### src/rtl/cfs_apb_sat_cnt.sv
// Saturating event counter; a clear coinciding with an increment yields 1.
module cfs_apb_sat_cnt #(
    parameter int WIDTH = 8
) (
    input  logic             pclk,
    input  logic             preset,
    input  logic             inc,
    input  logic             clr,
    output logic [WIDTH-1:0] count
);

    logic [WIDTH-1:0] count_q, count_d;

    always_comb begin
        count_d = count_q;
        if (clr) begin
            count_d = inc ? WIDTH'(1) : '0;
        end else if (inc && !(&count_q)) begin
            count_d = count_q + WIDTH'(1);
        end
    end

    always_ff @(posedge pclk or posedge preset) begin
        if (preset) count_q <= '0;
        else        count_q <= count_d;
    end

    assign count = count_q;

endmodule

### config.mk
export PLATFORM = sky130hd
export DESIGN_NAME = cfs_apb_sat_cnt
export DESIGN_NICKNAME = d
export VERILOG_FILES = /design/src/rtl/cfs_apb_sat_cnt.sv
export SDC_FILE = /design/constraint.sdc
export NUM_CORES = 1
export LEC_CHECK = 0
export CAP_MARGIN = 20
export CELL_PAD_IN_SITES_DETAIL_PLACEMENT = 0
export CELL_PAD_IN_SITES_GLOBAL_PLACEMENT = 1
export CORE_MARGIN = 1
export CORE_UTILIZATION = 32
export DETAILED_ROUTE_END_ITERATION = 8
export GPL_ROUTABILITY_DRIVEN = 0
export PLACE_DENSITY_LB_ADDON = 0.1
export RECOVER_POWER = 100
export SLEW_MARGIN = 5
export SYNTH_ARGS = -nofsm -noshare
export SYNTH_HDL_FRONTEND = slang
export SYNTH_SLANG_ARGS = --single-unit
### constraint.sdc
create_clock -name pclk -period 1.42 [get_ports pclk]
set_input_delay 0.284 -clock pclk [delete_from_list [all_inputs] [get_ports pclk]]
set_output_delay 0.284 -clock pclk [all_outputs]
set_load 0.01 [all_outputs]
==> results_dict.tcl <==
set metrics [dict create \
    wl_met2_um 677 \
    largest_reg_flops 8 \
    holdBufCountCts 0 \
    hold_violations 0 \
    dr.pass1.iters 3 \
    syn_inst 50 \
    fin_crit_sh_pct 99.82 \
    reg2reg_slack_ns 0.003 \
    drive_above_1_share_pct 43.75 \
    ys_types 28 \
    post_synth_instance_area_um2 531.8 \
    synth_ff_type "dfrtp_1" \
    m1WireLength_um 660 \
    synth_edf_count 0 \
    clock_skew_ns 0.01297 \
    syn_nets 55 \
    port_buffers 11 \
    max_freq_mhz 705.5 \
    core_area_um2 1524 \
    cp-startpoint "count[0]$_DFFE_PP0P_" \
    htree_levels 1 \
    grt_pass1_wl_um 2256 \
    period_minus_slack_ns 1.417 \
    peakVddDrop_mv 0.4204 \
    yosys.area.top_type_share_pct 37.65 \
    final_cells 96 \
    crit_end "count[5]$_DFFE_PP0P_" \
    whs_ns 0.4130 \
    worstPathArrival_ns 1.57 \
    die_area_um2 1829 \
    grt_max_degree 9 \
    design_area_um2 828.3 \
    top_layer "met4" \
    tritoncts "done" \
    tightest_slew_ns 0.3530 \
    antenna_cells 0 \
    yosys-top-cells-area "dfrtp_1 (38%), mux2_4 (8.5%), a21oi_2 (4.9%)" \
    reg2reg_to "count[5]$_DFFE_PP0P_" \
    critPathKind "register to register" \
    row_count 14 \
    yosys.area.top_type "dfrtp_1" \
    viasPerCell 5.188 \
    syn2layout_area_growth_pct 55.76 \
    worst_slack_ns 0.002528 \
    numCtsBuffers 3 \
    die_w_um 42.77 \
    drc 0 \
    status "finished clean" \
    cts.clk_slew.worst_paths_ns 0.07 \
    place_hpwl_um 960.2 \
    fillers 151 \
    clkLatencyLatePin_ns 0.26 \
    rsz0062_at_grt "yes" \
    cp-end-kind "register" \
    r2r_start "count[0]$_DFFE_PP0P_" \
    relSlewSlack_pct 76.44 \
    reg2reg_depth 4 \
    ys_seq_area_share_pct 37.65 \
    chipHeight_um 42.77 \
    leakagePower_uw 0.0003805 \
    ys_ff_latch 8 \
    grt_util_all_layers_pct 16.84 \
    cp-start-kind "register" \
    dpl_cell_area_um2 780.7 \
    avgSynthCellArea_um2 10.64 \
    grt_pass1_vias 499 \
    vias 498 \
    finish.net_count 86 \
    drtIter0Drc 5 \
    grt_overflow_total 0 \
    drt.antenna.violating_nets 0 \
    wl_um 1416 \
    hold_path_class "primary input to async pin" \
    setup_viol 0 \
    cts_root_buffer "clkbuf_4" \
    place_inst 90 \
    cellPowerDensity_nw_per_um2 674.4 \
    routedWlPerCell_um 14.75 \
    ctsLongestPathBuffers 2 \
    pin_count 12 \
    initial_utilization_pct 34.89 \
    path_max_fanout 3 \
    cts_sinks 8 \
    finalMaxSlewViolations 0 \
    max_cap_violations 0 \
    yosysWarnings 0 \
    grt_antenna_before_repair 0 \
    wl_met3_um 70 \
    finalSetupTns_ns 0 \
    async_flop_share_pct 100.0 \
    place_ws_ns -0.2322 \
    cp_data_required_time_ns 1.58 \
]
==> through the flow <==
step                total power (uW)  utilization, %
floorplan                      299.7               -
global placement               360.1           51.23
detailed placement             362.7           51.23
CTS                            564.9           53.53
global route                   586.2           54.35
finish                         558.6           54.35
==> worst min-delay path by stage <==
stage / start / endpoint / slack [ns] / cells after the start
floorplan: preset / count[2]$_DFFE_PP0P_ / 0.1 / 1
detailed placement: preset / count[7]$_DFFE_PP0P_ / 0.57 / 2
global route: preset / count[5]$_DFFE_PP0P_ / 0.46 / 2
finish: preset / count[1]$_DFFE_PP0P_ / 0.41 / 2
CTS: preset / count[5]$_DFFE_PP0P_ / 0.28 / 2
global placement: preset / count[2]$_DFFE_PP0P_ / 0.57 / 2
==> synthesized netlist by cell type, types with 2 or more instances <==
master	count
nand2_1	3
nand2b_1	2
a21oi_2	3
nor2b_1	3
inv_1	3
mux2_4	3
a21oi_1	2
and4_1	2
nor2_1	3
dfrtp_1	8
==> layout make-up <==
type | count | area (um^2) | area share (%)
Multi-Input combinational cell | 37 | 341.6 | 41.24
Timing Repair Buffer | 28 | 224.0 | 27.04
Sequential cell | 8 | 205.2 | 24.77
Tap cell | 16 | 20.02 | 2.417
Clock buffer | 4 | 26.28 | 3.172
Inverter | 3 | 11.26 | 1.360
==> where the power goes <==
group | total (uW) | internal (uW) | switching, uW
Sequential | 247 | 238 | 9.39
Combinational | 110 | 57.4 | 52.5
Clock | 202 | 108 | 93.5
==> placed cells by master, fill, tap and decap left out, types with 4 or more instances in the layout <==
cell type,count
clkbuf_4,4
dlygate4sd2_1,5
dfrtp_1,4
dfrtp_2,4
buf_4,14
==> cells by family after synthesis <==
| family | share of synthesized area (%) |
|---|---|
| AO/OA/AOI/OAI | 21.42 |
| buffers and inverters | 4.940 |
| flip-flops | 37.65 |
| multiplexers | 10.35 |
| adder cells (fa/ha/maj) | 2.353 |
| AND/OR/NAND/NOR | 23.29 |
==> routing by layer <==
metal	up-vias	GRT usage, %
met5	-	0
met4	0	7.500
met3	2	4.681
met2	12	25.45
met1	239	22.16
li1	245	-
==> worst max-delay path: stages (launching register included) <==
cell	delay, ns
dfrtp_2	0.44
ha_4	0.16
and3_4	0.19
a211oi_4	0.20
mux2_4	0.31
==> what timing repair did <==
item                       CTS  global route
setup buffers                2             0
gates resized for setup     11             5
pin swaps                    0             2
cloned                       0             0
setup endpoints to repair    8             6
Note: power is estimated with default switching activity, not from simulation.
